===== config.mk =====
export PLATFORM = sky130hd
export DESIGN_NAME = ring_code_monitor_flat
export DESIGN_NICKNAME = d
export VERILOG_FILES = /design/src/rtl/ring_code_monitor_pkg.sv /design/src/rtl/ring_code_monitor_if.sv /design/src/rtl/ring_onehot_enc.sv /design/src/rtl/ring_code_monitor.sv /design/src/flat_wrapper.sv
export SDC_FILE = /design/constraint.sdc
export NUM_CORES = 1
export LEC_CHECK = 0
export BUFFER_PORTS_ARGS = -buffer_cell sky130_fd_sc_hd__buf_2
export CAP_MARGIN = 20
export CELL_PAD_IN_SITES_DETAIL_PLACEMENT = 0
export CELL_PAD_IN_SITES_GLOBAL_PLACEMENT = 1
export CORE_ASPECT_RATIO = 1.1
export CORE_MARGIN = 8
export CORE_UTILIZATION = 44
export CTS_CLUSTER_DIAMETER = 120
export DETAILED_ROUTE_END_ITERATION = 10
export HOLD_SLACK_MARGIN = 0.02
export PLACE_DENSITY = 0.89
export SETUP_SLACK_MARGIN = 0.15
export SYNTH_ARGS = -nofsm -noshare
export SYNTH_HDL_FRONTEND = slang
export SYNTH_SLANG_ARGS = --single-unit

===== constraint.sdc =====
create_clock -name clk -period 5.29 [get_ports clk]
set_clock_uncertainty 0.05 [all_clocks]
set_input_delay 0.529 -clock clk [delete_from_list [all_inputs] [get_ports clk]]
set_output_delay 0.529 -clock clk [all_outputs]
set_load 0.05 [all_outputs]

===== src/rtl/ring_code_monitor_pkg.sv =====
// ring_pkg: shared types, constants and helpers for the ring-code monitor.
//   ring_mon_state_t : monitor FSM states (HUNT = 0 so reset clears it to zero)
//   ring_succ        : expected successor of a ring code for a given width/direction
//   ring_iw          : index width for a ring of a given width
//   ERR_CNT_W / ERR_CNT_MAX : error counter width and saturation value
package ring_pkg;

  localparam int unsigned ERR_CNT_W   = 8;
  localparam logic [ERR_CNT_W-1:0] ERR_CNT_MAX = 8'd255;

  // Widest ring the successor helper supports.
  localparam int unsigned RING_MAX_W  = 64;

  typedef enum logic [1:0] {
    HUNT   = 2'd0,
    VERIFY = 2'd1,
    LOCKED = 2'd2
  } ring_mon_state_t;

  function automatic int unsigned ring_iw(input int unsigned w);
    return (w > 1) ? $clog2(w) : 1;
  endfunction

  // dir = 0: rotate right, bit i takes bit i+1 and the top bit takes bit 0.
  // dir = 1: rotate left,  bit i takes bit i-1 and bit 0 takes the top bit.
  function automatic logic [RING_MAX_W-1:0] ring_succ(
    input logic [RING_MAX_W-1:0] code,
    input int unsigned           width,
    input logic                  dir
  );
    logic [RING_MAX_W-1:0] s;
    logic [5:0]            src;
    s = '0;
    for (int unsigned i = 0; i < RING_MAX_W; i++) begin
      if (i < width) begin
        if (!dir) src = 6'((i + 1) % width);
        else      src = 6'((i + width - 1) % width);
        s[i] = code[src];
      end
    end
    return s;
  endfunction

endpackage


===== src/rtl/ring_code_monitor_if.sv =====
// ring_code_monitor_if: sample/result bundle of the ring-code monitor.
//   enable_i, ring_i, err_clr_i  : sample qualifier, code under test, error-count clear
//   index_o, index_valid_o       : decoded index of last legal sample, last sample one-hot
//   locked_o                     : monitor locked
//   code_err_o, seq_err_o        : one-cycle error pulses
//   err_count_o                  : saturating error count
// master drives the samples, slave is the monitor.
interface ring_code_monitor_if
  import ring_pkg::*;
#(
  parameter int unsigned WIDTH = 3
);
  localparam int unsigned IW = ring_iw(WIDTH);

  logic                 enable_i;
  logic [WIDTH-1:0]     ring_i;
  logic                 err_clr_i;
  logic [IW-1:0]        index_o;
  logic                 index_valid_o;
  logic                 locked_o;
  logic                 code_err_o;
  logic                 seq_err_o;
  logic [ERR_CNT_W-1:0] err_count_o;

  modport master (
    output enable_i, ring_i, err_clr_i,
    input  index_o, index_valid_o, locked_o, code_err_o, seq_err_o, err_count_o
  );

  modport slave (
    input  enable_i, ring_i, err_clr_i,
    output index_o, index_valid_o, locked_o, code_err_o, seq_err_o, err_count_o
  );

endinterface


===== src/rtl/ring_onehot_enc.sv =====
// ring_onehot_enc: combinational one-hot check and index encoder.
//   code_i  : ring code
//   legal_o : exactly one bit of code_i is set
//   index_o : position of the set bit (meaningful only when legal_o = 1)
module ring_onehot_enc
  import ring_pkg::*;
#(
  parameter  int unsigned WIDTH = 3,
  localparam int unsigned IW    = ring_iw(WIDTH)
) (
  input  logic [WIDTH-1:0] code_i,
  output logic             legal_o,
  output logic [IW-1:0]    index_o
);

  always_comb begin
    int unsigned ones;
    ones    = 0;
    index_o = '0;
    for (int unsigned i = 0; i < WIDTH; i++) begin
      if (code_i[i]) begin
        ones    = ones + 1;
        index_o = index_o | IW'(i);
      end
    end
    legal_o = (ones == 1);
  end

endmodule


===== src/rtl/ring_code_monitor.sv =====
// ring_code_monitor: checks that a sampled one-hot ring code is legal and steps
// to the correct successor, decodes it to an index, declares lock after
// LOCK_COUNT correct steps and counts errors (saturating).
//   clk, rst : rising-edge clock, asynchronous active-high reset
//   mon      : sample inputs and registered results (see ring_code_monitor_if)
// Parameters: WIDTH ring width (>=2), LOCK_COUNT correct steps to lock (>=1),
// DIR 0 = rotate right, 1 = rotate left.
module ring_code_monitor
  import ring_pkg::*;
#(
  parameter int unsigned WIDTH      = 3,
  parameter int unsigned LOCK_COUNT = 2,
  parameter int unsigned DIR        = 0
) (
  input  logic               clk,
  input  logic               rst,
  ring_code_monitor_if.slave mon
);

  localparam int unsigned IW = ring_iw(WIDTH);
  localparam int unsigned RW = $clog2(LOCK_COUNT + 1);

  ring_mon_state_t      state_q, state_d;
  logic [WIDTH-1:0]     prev_q, prev_d;
  logic [RW-1:0]        run_q, run_d;
  logic [IW-1:0]        idx_q, idx_d;
  logic                 valid_q, valid_d;
  logic                 code_err_q, code_err_d;
  logic                 seq_err_q, seq_err_d;
  logic [ERR_CNT_W-1:0] cnt_q, cnt_d;

  logic                  legal;
  logic [IW-1:0]         enc_idx;
  logic [RING_MAX_W-1:0] succ_full;
  logic                  is_succ;

  ring_onehot_enc #(.WIDTH(WIDTH)) u_enc (
    .code_i  (mon.ring_i),
    .legal_o (legal),
    .index_o (enc_idx)
  );

  assign succ_full = ring_succ(RING_MAX_W'(prev_q), WIDTH, (DIR != 0));
  assign is_succ   = (mon.ring_i == succ_full[WIDTH-1:0]);

  always_comb begin
    state_d    = state_q;
    prev_d     = prev_q;
    run_d      = run_q;
    idx_d      = idx_q;
    valid_d    = valid_q;
    code_err_d = 1'b0;
    seq_err_d  = 1'b0;
    cnt_d      = cnt_q;

    if (mon.enable_i) begin
      valid_d = legal;
      if (legal) begin
        idx_d  = enc_idx;
        prev_d = mon.ring_i;
      end

      unique case (state_q)
        HUNT: begin
          if (legal) begin
            run_d   = '0;
            state_d = VERIFY;
          end else begin
            code_err_d = 1'b1;
          end
        end
        VERIFY: begin
          if (!legal) begin
            code_err_d = 1'b1;
            state_d    = HUNT;
          end else if (is_succ) begin
            run_d = run_q + RW'(1);
            if (run_q == RW'(LOCK_COUNT - 1)) state_d = LOCKED;
          end else begin
            run_d = '0;
          end
        end
        LOCKED: begin
          if (!legal) begin
            code_err_d = 1'b1;
            state_d    = HUNT;
          end else if (!is_succ) begin
            seq_err_d = 1'b1;
            run_d     = '0;
            state_d   = VERIFY;
          end
        end
        default: state_d = HUNT;
      endcase
    end

    // Clear first so a same-edge clear and error leaves a count of one.
    if (mon.err_clr_i) cnt_d = '0;
    if ((code_err_d || seq_err_d) && (cnt_d != ERR_CNT_MAX)) cnt_d = cnt_d + 1'b1;
  end

  always_ff @(posedge clk or posedge rst) begin
    if (rst) begin
      state_q    <= HUNT;
      prev_q     <= '0;
      run_q      <= '0;
      idx_q      <= '0;
      valid_q    <= 1'b0;
      code_err_q <= 1'b0;
      seq_err_q  <= 1'b0;
      cnt_q      <= '0;
    end else begin
      state_q    <= state_d;
      prev_q     <= prev_d;
      run_q      <= run_d;
      idx_q      <= idx_d;
      valid_q    <= valid_d;
      code_err_q <= code_err_d;
      seq_err_q  <= seq_err_d;
      cnt_q      <= cnt_d;
    end
  end

  assign mon.index_o       = idx_q;
  assign mon.index_valid_o = valid_q;
  assign mon.locked_o      = (state_q == LOCKED);
  assign mon.code_err_o    = code_err_q;
  assign mon.seq_err_o     = seq_err_q;
  assign mon.err_count_o   = cnt_q;

endmodule


===== src/flat_wrapper.sv =====
// flat-port wrapper written by rule: the top's interface ports become plain ports
module ring_code_monitor_flat import ring_pkg::*;
#(
  parameter int unsigned WIDTH      = 3,
  parameter int unsigned LOCK_COUNT = 2,
  parameter int unsigned DIR        = 0
)
  (clk, rst, mon_enable_i, mon_ring_i, mon_err_clr_i, mon_index_o, mon_index_valid_o, mon_locked_o, mon_code_err_o, mon_seq_err_o, mon_err_count_o);
  ring_code_monitor_if #(.WIDTH(WIDTH)) mon_i ();
  input  logic clk;
  input  logic rst;
  input wire logic [$bits(mon_i.enable_i)-1:0] mon_enable_i;
  input wire logic [$bits(mon_i.ring_i)-1:0] mon_ring_i;
  input wire logic [$bits(mon_i.err_clr_i)-1:0] mon_err_clr_i;
  output wire logic [$bits(mon_i.index_o)-1:0] mon_index_o;
  output wire logic [$bits(mon_i.index_valid_o)-1:0] mon_index_valid_o;
  output wire logic [$bits(mon_i.locked_o)-1:0] mon_locked_o;
  output wire logic [$bits(mon_i.code_err_o)-1:0] mon_code_err_o;
  output wire logic [$bits(mon_i.seq_err_o)-1:0] mon_seq_err_o;
  output wire logic [$bits(mon_i.err_count_o)-1:0] mon_err_count_o;
  assign mon_i.enable_i = mon_enable_i;
  assign mon_i.ring_i = mon_ring_i;
  assign mon_i.err_clr_i = mon_err_clr_i;
  assign mon_index_o = mon_i.index_o;
  assign mon_index_valid_o = mon_i.index_valid_o;
  assign mon_locked_o = mon_i.locked_o;
  assign mon_code_err_o = mon_i.code_err_o;
  assign mon_seq_err_o = mon_i.seq_err_o;
  assign mon_err_count_o = mon_i.err_count_o;
  ring_code_monitor #(.WIDTH(WIDTH), .LOCK_COUNT(LOCK_COUNT), .DIR(DIR)) u_core (.clk(clk), .rst(rst), .mon(mon_i));
endmodule

==> results of run 1 <==
registers in the layout (all words and copies together), names as in the netlist:
| name | count |
|---|---|
| u_core.mon.code_err_o | 1 |
| u_core.mon.err_count_o | 8 |
| u_core.mon.index_valid_o | 1 |
| u_core.mon.seq_err_o | 1 |
| u_core.prev_q | 3 |
| u_core.run_q | 2 |
| u_core.state_q | 2 |
final cells by class:
class | instances | area, µm²
Clock buffer | 4 | 36.3
Fill cell | 215 | 1050
Inverter | 7 | 26.3
Multi-Input combinational cell | 73 | 531
Sequential cell | 18 | 450
Tap cell | 30 | 37.5
Timing Repair Buffer | 20 | 100
power by group through the flow:
stage               logic [mW]  registers, mW  clock network (mW)
detailed placement      0.0919          0.163                   0
CTS                     0.0920          0.161              0.0880
global route            0.0980          0.162              0.0942
floorplan               0.0595          0.177                   0
finish                  0.0902          0.160              0.0844
global placement        0.0888          0.162                   0
through the flow:
step                hold slack (ns)  instance area (µm²)  utilization (%)  worst slack, ns
detailed placement            0.464                 1140             51.3             3.00
CTS                           0.288                 1180             53.0             3.32
floorplan                     0.407                 1030                -             3.22
global placement              0.428                 1140             51.3             3.05
global route                  0.311                 1180             53.0             3.16
finish                        0.261                 1180             53.0             3.31
cells by family (layout without fill, tap and decap cells):
kind of cell | count (synthesis) | in the layout
and+or+nand+nor | 42 | 42
DFF | 18 | 18
AOI/OAI and AO/OA | 15 | 15
buffers and inverters | 11 | 31
xor gates and xnor gates | 6 | 6
muxes | 6 | 6
adders and majority gates | 4 | 4
critical path, stage by stage:
cell	delay (ns)
buf_2	0.11
inv_1	0.07
ha_1	0.29
a21o_2	0.21
nand2_1	0.15
a21oi_4	0.08
or4_4	0.54
xnor2_2	0.14
Yosys cell counts (2+ instances only):
cell / instances / area, µm²
nand3_1: 4 / 20.0
mux2_2: 3 / 33.8
buf_4: 3 / 22.5
nor4_1: 2 / 12.5
o21ai_0: 6 / 30.0
mux2i_1: 2 / 20.0
nor3_1: 3 / 15.0
a21oi_1: 2 / 10.0
nand2_1: 9 / 33.8
xnor2_1: 4 / 35.0
nor2b_1: 4 / 25.0
dfrtp_1: 18 / 450
nor2_1: 5 / 18.8
ha_1: 4 / 50.1
nand2b_1: 3 / 18.8
inv_1: 7 / 26.3
cell usage in the layout (no fill, tap or decap), types with 2 or more instances in the layout:
master    netlist  routed
buf_2           0      20
dfrtp_1        18      18
nand2_1         9       9
inv_1           7       7
o21ai_0         6       6
nor2_1          5       5
xnor2_1         4       4
nand3_1         4       4
nor2b_1         4       4
ha_1            4       4
nand2b_1        3       3
nor3_1          3       3
mux2_2          3       3
clkbuf_4        0       3
a21oi_1         2       2
mux2i_1         2       2
nor4_1          2       2
per-layer routing:
| layer | share of wire (%) | vias up |
|---|---|---|
| met2 | 54 | 19 |
| met5 | 0 | - |
| met1 | 41 | 393 |
| met4 | 0.70 | 0 |
| met3 | 3.9 | 2 |
| li1 | - | 390 |
path summary, 6_finish.rpt:
kind | start | endpoint | slack (ns) | cells after the start
setup / recovery | mon_ring_i[1] | u_core.mon.err_count_o[5]$_DFF_PP0_ | 3.31 | 8
hold / removal | rst | u_core.state_q[0]$_DFFE_PP0P_ | 0.26 | 2
setup reg to reg | u_core.mon.err_count_o[1]$_DFF_PP0_ | u_core.mon.err_count_o[1]$_DFF_PP0_ | 3.46 | 6
hold reg to reg | u_core.prev_q[0]$_DFFE_PP0P_ | u_core.prev_q[0]$_DFFE_PP0P_ | 0.48 | 2
max in group asynchronous | rst | u_core.mon.err_count_o[6]$_DFF_PP0_ | 4.50 | 2
min in group clk | mon_enable_i | u_core.mon.index_valid_o$_DFFE_PP0P_ | 0.45 | 2
==> results_dict.tcl, run 1 <==
set metrics [dict create \
    wl_per_cell_um 14.0 \
    period_needed_ns 1.98 \
    synth_xor_xnor_area_share_pct 5.81 \
    met1_usage_pct 12.6 \
    use_met2_pct 19.8 \
    synth-seq-area-share_pct 43.6 \
    switching_share_pct 35.0 \
    drv_cap 0 \
    crit_required_ns 5.43 \
    grt.total_usage_pct 11.3 \
    rsz0062_at_grt "no" \
    grt_max_degree 19 \
    synth_mux_area_share_pct 6.30 \
    clock_sinks 18 \
    cts-root-buf "clkbuf_4" \
    io-pin-count 21 \
    finalWirelength_um 2130 \
    hold_violations 0 \
    arrival_ns 2.11 \
    fin_nets 134 \
    ys_seq_elements 18 \
    die_h_um 66.8 \
    dp_cells 148 \
    synth_compound_area_share_pct 9.93 \
    ys_async_sr_fraction_pct 100 \
    place.gp.congestion 0.787 \
    via_per_inst 5.29 \
    grtUsageMet3_pct 2.68 \
    clockBufferDepth 2 \
    drt_iter0_drc 9 \
    clkPwrFrac_pct 25.2 \
    drtPass1Iterations 4 \
    syn2layout_area_growth_pct 14.3 \
    clock_latency_ns 0.29 \
    synth_adder_area_share_pct 4.84 \
    cts_tree "built" \
    initial_core_util_pct 46.4 \
    cts_setup_buffers 0 \
    grt_pass1_wl_um 3790 \
    path_clk_slew_ns 0.11 \
    fin_crit_sh_pct 37.4 \
    grt_overflow 0 \
    max_slew_margin_pct 55.8 \
    slew_violations 0 \
    status "complete, no violations" \
    power.share.combinational_pct 26.9 \
    power_mw 0.335 \
    yosys_most_used_dff "dfrtp_1" \
    busiest_layer "met2" \
    synth.avg_cell_area_um2 10.1 \
    worst-setup-path-type "in -> reg" \
    worstMarginPinSlew_ns 0.662 \
    antenna_left 0 \
    layout.cells.non_filler 152 \
    yosys.area_share.simple_pct 24.5 \
    die_w_um 62.2 \
    drive_above_1_share_pct 29.5 \
    yosysWarnings 0 \
    finalSetupTns_ns 0 \
    synthCells 102 \
    syn-cell-area_um2 1030 \
    cts_resized 0 \
    setup_viol 0 \
    dpl.hpwl_um 1740 \
    ys_types 39 \
    rows 18 \
    antenna_found_initial 0 \
    numCtsBuffers 3 \
    hold_buffers 0 \
    core_um2 2230 \
    path_max_fanout 7 \
    synth_edf_count 0 \
    synthesis.nets 113 \
    p_int_mw 0.218 \
    switching_power_mw 0.117 \
    place.port_buffers 20 \
    grt_pass1_vias 851 \
    htree_levels 1 \
    ir_drop_mv 0.189 \
    antenna_cells 0 \
    drc 0 \
    crit_path_end_kind "flop" \
    dieArea_um2 4160 \
    power_leakage_nw 0.577 \
    synth_top_family_by_area "simple AND/OR/NAND/NOR gates" \
    startpoint_type "input pin" \
    vias 804 \
    powerDensity_nw_per_um2 284 \
    p_seq_share_pct 47.9 \
    worstHoldPathType "in -> async" \
    max_freq_mhz 506 \
]
Note: power is estimated with default switching activity, not from simulation.
==> inputs of run 2 (changes only) <==
Settings changed: CORE_UTILIZATION 44 to 37, PLACE_DENSITY 0.89 to 0.8.
Clock period 5.29 ns to 1.7 ns, I/O delays scaled along.
==> results_dict.tcl, run 2 (same netlist as run 1, synthesis figures left out) <==
set metrics [dict create \
    power_leakage_nw 0.694 \
    clkPwrFrac_pct 19.5 \
    wl_per_cell_um 13.5 \
    antenna_cells 0 \
    die_w_um 66.4 \
    largest_reg_flops 8 \
    grt_pass1_vias 960 \
    ir_drop_mv 0.575 \
    n_fill_cell 255 \
    grt_overflow 0 \
    path_clk_slew_ns 0.11 \
    vias 876 \
    syn2layout_area_growth_pct 38.7 \
    crit_required_ns 1.82 \
    clock_latency_ns 0.29 \
    cts-root-buf "clkbuf_4" \
    drt_iter0_drc 30 \
    antenna_found_initial 0 \
    dieArea_um2 4740 \
    seqCellArea_um2 458 \
    worstHoldPathType "in -> reg" \
    layout_common_cells "buf_2, buf_4, dfrtp_1" \
    rsz0062_at_grt "yes" \
    finalWirelength_um 2370 \
    power_mw 1.12 \
    slew_violations 0 \
    worst-setup-path-type "reg -> reg" \
    arrival_ns 1.79 \
    hold_violations 0 \
    cts_tree "built" \
    fin_nets 155 \
    die_h_um 71.4 \
    fin_crit_sh_pct 98.3 \
    core_um2 2700 \
    clockBufferDepth 2 \
    drtPass1Iterations 4 \
    grt_pass1_wl_um 4080 \
    mostFrequentLayoutCell "buf_2" \
    switching_power_mw 0.393 \
    grt_max_degree 12 \
    clock_sinks 18 \
    powerDensity_nw_per_um2 778 \
    period_needed_ns 1.67 \
    crit_path_end_kind "flop" \
    setup_viol 0 \
    startpoint_type "flop" \
    max_freq_mhz 598 \
    numCtsBuffers 3 \
    power.share.combinational_pct 36.0 \
    htree_levels 1 \
    path_max_fanout 6 \
    initial_core_util_pct 38.2 \
    max_slew_margin_pct 73.3 \
    via_per_inst 4.98 \
    fin_util_pct 53.1 \
    p_int_mw 0.723 \
    rows 20 \
    drc 0 \
    place.port_buffers 20 \
    p_seq_share_pct 44.5 \
    worstMarginPinSlew_ns 0.401 \
    drive_above_1_share_pct 51.0 \
    status "complete, no violations" \
    antenna_left 0 \
    multi_input_area_um2 618 \
    place.gp.congestion 0.776 \
    drv_cap 0 \
    grt.total_usage_pct 10.8 \
    io-pin-count 21 \
    dpl.hpwl_um 1830 \
    switching_share_pct 35.2 \
]
run 2: power by group through the flow:
stage,clock network (mW),registers [mW],logic (mW)
after floorplan,0,0.554,0.186
after global placement,0,0.502,0.326
after detailed placement,0,0.504,0.333
after CTS,0.232,0.496,0.373
after global routing,0.247,0.502,0.432
final,0.218,0.496,0.402
run 2: path summary, 6_finish.rpt:
kind                                                     start  slack [ns]                                    to  cells after the start
max in group asynchronous                                  rst        0.76   u_core.mon.err_count_o[5]$_DFF_PP0_                      4
setup reg to reg           u_core.mon.err_count_o[0]$_DFF_PP0_        0.03   u_core.mon.err_count_o[5]$_DFF_PP0_                      6
setup / recovery           u_core.mon.err_count_o[0]$_DFF_PP0_        0.03   u_core.mon.err_count_o[5]$_DFF_PP0_                      6
min in group asynchronous                                  rst        0.34       u_core.mon.code_err_o$_DFF_PP0_                      3
hold reg to reg                    u_core.run_q[0]$_DFFE_PP0P_        0.45           u_core.run_q[0]$_DFFE_PP0P_                      1
hold / removal                                    mon_enable_i        0.12  u_core.mon.index_valid_o$_DFFE_PP0P_                      2
run 2: repair_timing:
action / CTS / global route
gates resized for setup: 5 / 13
pin swaps: 2 / 2
hold buffers: 1 / 0
endpoints found under the hold margin: 10 / 0
endpoints found under the setup margin: 8 / 10
buffers inserted: 4 / 1
run 2: area by class of cell:
cell class,instances,area share [%]
Tap cell,33,2.88
Multi-Input combinational cell,73,43.1
Clock buffer,4,1.83
Inverter,7,1.83
Timing Repair Buffer,41,18.4
Sequential cell,18,31.9
run 2: through the flow:
stage               setup TNS [ns]  setup slack [ns]  instance area, µm²  cells  hold WS (ns)
floorplan                   -0.177           -0.0754                1050    102        0.0582
global placement            -0.316            -0.115                1280    166         0.117
detailed placement          -0.472            -0.155                1280    166         0.124
CTS                              0            0.0163                1370    175         0.101
global route               -0.0394           -0.0270                1430    176         0.128
finish                           0            0.0285                1430    176         0.117
run 2: routing by layer:
metal  track usage (%)  wire (µm)
met2              18.9       1220
met5                 0          0
met1              11.7        976
met3              3.28        146
met4              3.80         21
run 2: critical path, stage by stage (launching register included):
cell and delay [ns]:
dfrtp_2 0.41, and2b_1 0.20, ha_4 0.18, nand3_4 0.07
nor3_4 0.06, or4_4 0.43, xnor2_2 0.14
==> inputs of run 3 (changes only) <==
Settings changed: CORE_UTILIZATION 37 to 38, SYNTH_HIERARCHICAL set to 1.
==> results_dict.tcl, run 3 <==
set metrics [dict create \
    ir_drop_mv 0.524 \
    startpoint "u_core/mon.err_count_o[1]$_DFF_PP0_" \
    cts_tree "built" \
    dieArea_um2 5140 \
    dpl.hpwl_um 2030 \
    htree_levels 1 \
    yosys_most_used_dff "dfrtp_1" \
    synthCells 112 \
    core_um2 3000 \
    arrival_ns 1.83 \
    powerDensity_nw_per_um2 799 \
    vias 990 \
    grt.total_usage_pct 10.9 \
    max_stage_delay_ns 0.43 \
    synth_top_cell_by_area "dfrtp_1" \
    drt_iter0_drc 34 \
    syn-cell-area_um2 1180 \
    path_buf_inv 1 \
    finalSetupTns_ns 0 \
    slowest_stage "dfrtp_2" \
    slew_violations 0 \
    antenna_left 0 \
    clockBufferDepth 2 \
    place.port_buffers 20 \
    initial_core_util_pct 39.3 \
    crit_family "flip-flops" \
    ys_top_cells_by_area "dfrtp_1, mux2_2, ha_1, xnor2_1, inv_1" \
    synth.avg_cell_area_um2 10.5 \
    largest_reg_flops 8 \
    hold_violations 0 \
    path_clk_slew_ns 0.13 \
    synthesis.nets 123 \
    reg2reg_depth 7 \
    grt_overflow 0 \
    antenna_found_initial 0 \
    power_leakage_nw 0.816 \
    max_freq_mhz 599 \
    r2r_slack_ns 0.03 \
    ys_top_cells_by_count "dfrtp_1, inv_1, mux2_2" \
    drive_above_1_share_pct 57.7 \
    holdWs_ns 0.0475 \
    grt_pass1_wl_um 4690 \
    io-pin-count 21 \
    grt_pass1_vias 1027 \
    worstMarginPinSlew_ns 0.433 \
    ys_async_sr_fraction_pct 100 \
    fin_crit_sh_pct 98.2 \
    yosysWarnings 6 \
    regToRegEndpoint "u_core/mon.err_count_o[5]$_DFF_PP0_" \
    cp_num_cells 7 \
    layout_common_cells "buf_4, buf_2, dfrtp_1" \
    rows 21 \
    n_fill_cell 260 \
    seqCellArea_um2 507 \
    rsz0062_at_grt "yes" \
    wl_per_cell_um 15.1 \
    r2r_start "u_core/mon.err_count_o[1]$_DFF_PP0_" \
    clock_latency_ns 0.32 \
    ys_types 35 \
    worstHoldPathType "in -> reg" \
    mostFrequentLayoutCell "buf_4" \
    max_slew_margin_pct 71.1 \
    startpoint_type "flop" \
    synth.most_common_cell "dfrtp_1" \
    crit_required_ns 1.86 \
    cts-root-buf "clkbuf_4" \
    final_cell_area_um2 1810 \
    multi_input_area_um2 787 \
    power_mw 1.45 \
    ys_seq_elements 20 \
    period_needed_ns 1.67 \
    antenna_cells 0 \
    via_per_inst 5.03 \
    place.gp.congestion 0.865 \
    fin_util_pct 60.5 \
    die_w_um 69.1 \
    drv_cap 0 \
    path_max_fanout 4 \
    status "complete, no violations" \
    die_h_um 74.4 \
    syn2layout_area_growth_pct 54.0 \
    worst-setup-path-type "reg -> reg" \
    grt_max_degree 13 \
    drtPass1Iterations 4 \
    postPlaceCellArea_um2 1520 \
    crit_end "u_core/mon.err_count_o[5]$_DFF_PP0_" \
    finalWirelength_um 2980 \
    setup_viol 0 \
    synth-seq-area-share_pct 42.5 \
    synth_top_area_share_pct 42.5 \
    drc 0 \
    crit_path_end_kind "flop" \
    fin_nets 175 \
    path_cells "nor2b_4 -> ha_4 -> nand3_4 -> nor4_4 -> buf_6 -> a211oi_4 -> mux2_4" \
    numCtsBuffers 3 \
    clock_sinks 20 \
    synth_edf_count 0 \
]
[run 3: cell count changes in the layout (fill, tap and decap cells not counted), sizes merged, moves of 3 or more]
cell    delta
a211oi     +5
nand2      -4
buf       +11
inv        +4
nand2b     +4
nor3       -4
mux2       +4
o21ai      -3
[run 3: layout make-up]
cell class / instances / share of cell area (%)
Timing Repair Buffer: 52 / 20.4
Clock buffer: 3 / 1.24
Tap cell: 34 / 2.35
Inverter: 11 / 2.97
Multi-Input combinational cell: 76 / 43.4
Sequential cell: 20 / 28.0
Clock inverter: 1 / 1.66
[run 3: kinds of logic (layout without fill, tap and decap cells)]
group	Yosys count	after routing	share of synthesized area [%]
and+or+nand+nor	35	35	17.3
DFF	20	20	42.5
adders and majority gates	4	4	4.25
AOI/OAI and AO/OA	21	21	15.9
buffers and inverters	16	67	6.16
xor gates and xnor gates	6	6	4.46
muxes	10	10	9.35
[run 3: metrics by stage]
step	std cells	worst slack, ns
CTS	192	-0.0142
floorplan	112	-0.109
global placement	181	-0.333
finish	197	0.0304
global route	197	-0.0691
detailed placement	181	-0.393
[run 3: how the worst min path moves through the flow]
stage                 startpoint                             endpoint  slack, ns  cells past startpoint
floorplan                    rst      u_core/mon.code_err_o$_DFF_PP0_       0.08                      1
global placement             rst  u_core/mon.err_count_o[5]$_DFF_PP0_       0.14                      2
detailed placement           rst  u_core/mon.err_count_o[5]$_DFF_PP0_       0.14                      2
CTS                 mon_enable_i        u_core/state_q[0]$_DFFE_PP0P_       0.06                      2
global route        mon_enable_i        u_core/state_q[0]$_DFFE_PP0P_       0.06                      2
finish              mon_enable_i        u_core/state_q[0]$_DFFE_PP0P_       0.05                      2
[run 3: what timing repair did]
item	CTS	global route
pin swaps	10	8
hold endpoints to repair	10	0
resized for setup	14	13
hold buffers	1	0
setup buffers	6	5
setup endpoints to repair	8	9
[run 3: where the power goes]
part | switching, mW | leakage [nW] | internal, mW
Combinational | 0.263 | 0.535 | 0.206
Sequential | 0.0394 | 0.254 | 0.530
Clock | 0.172 | 0.0279 | 0.239
Total | 0.474 | 0.816 | 0.974
[run 3: layer usage]
layer | vias to the layer above | part of all wire, % | track usage [%]
li1 | 489 | - | -
met1 | 477 | 44 | 12.9
met2 | 19 | 49 | 18.1
met3 | 5 | 4.4 | 3.07
met4 | 0 | 2.5 | 5.24
met5 | - | 0 | 0
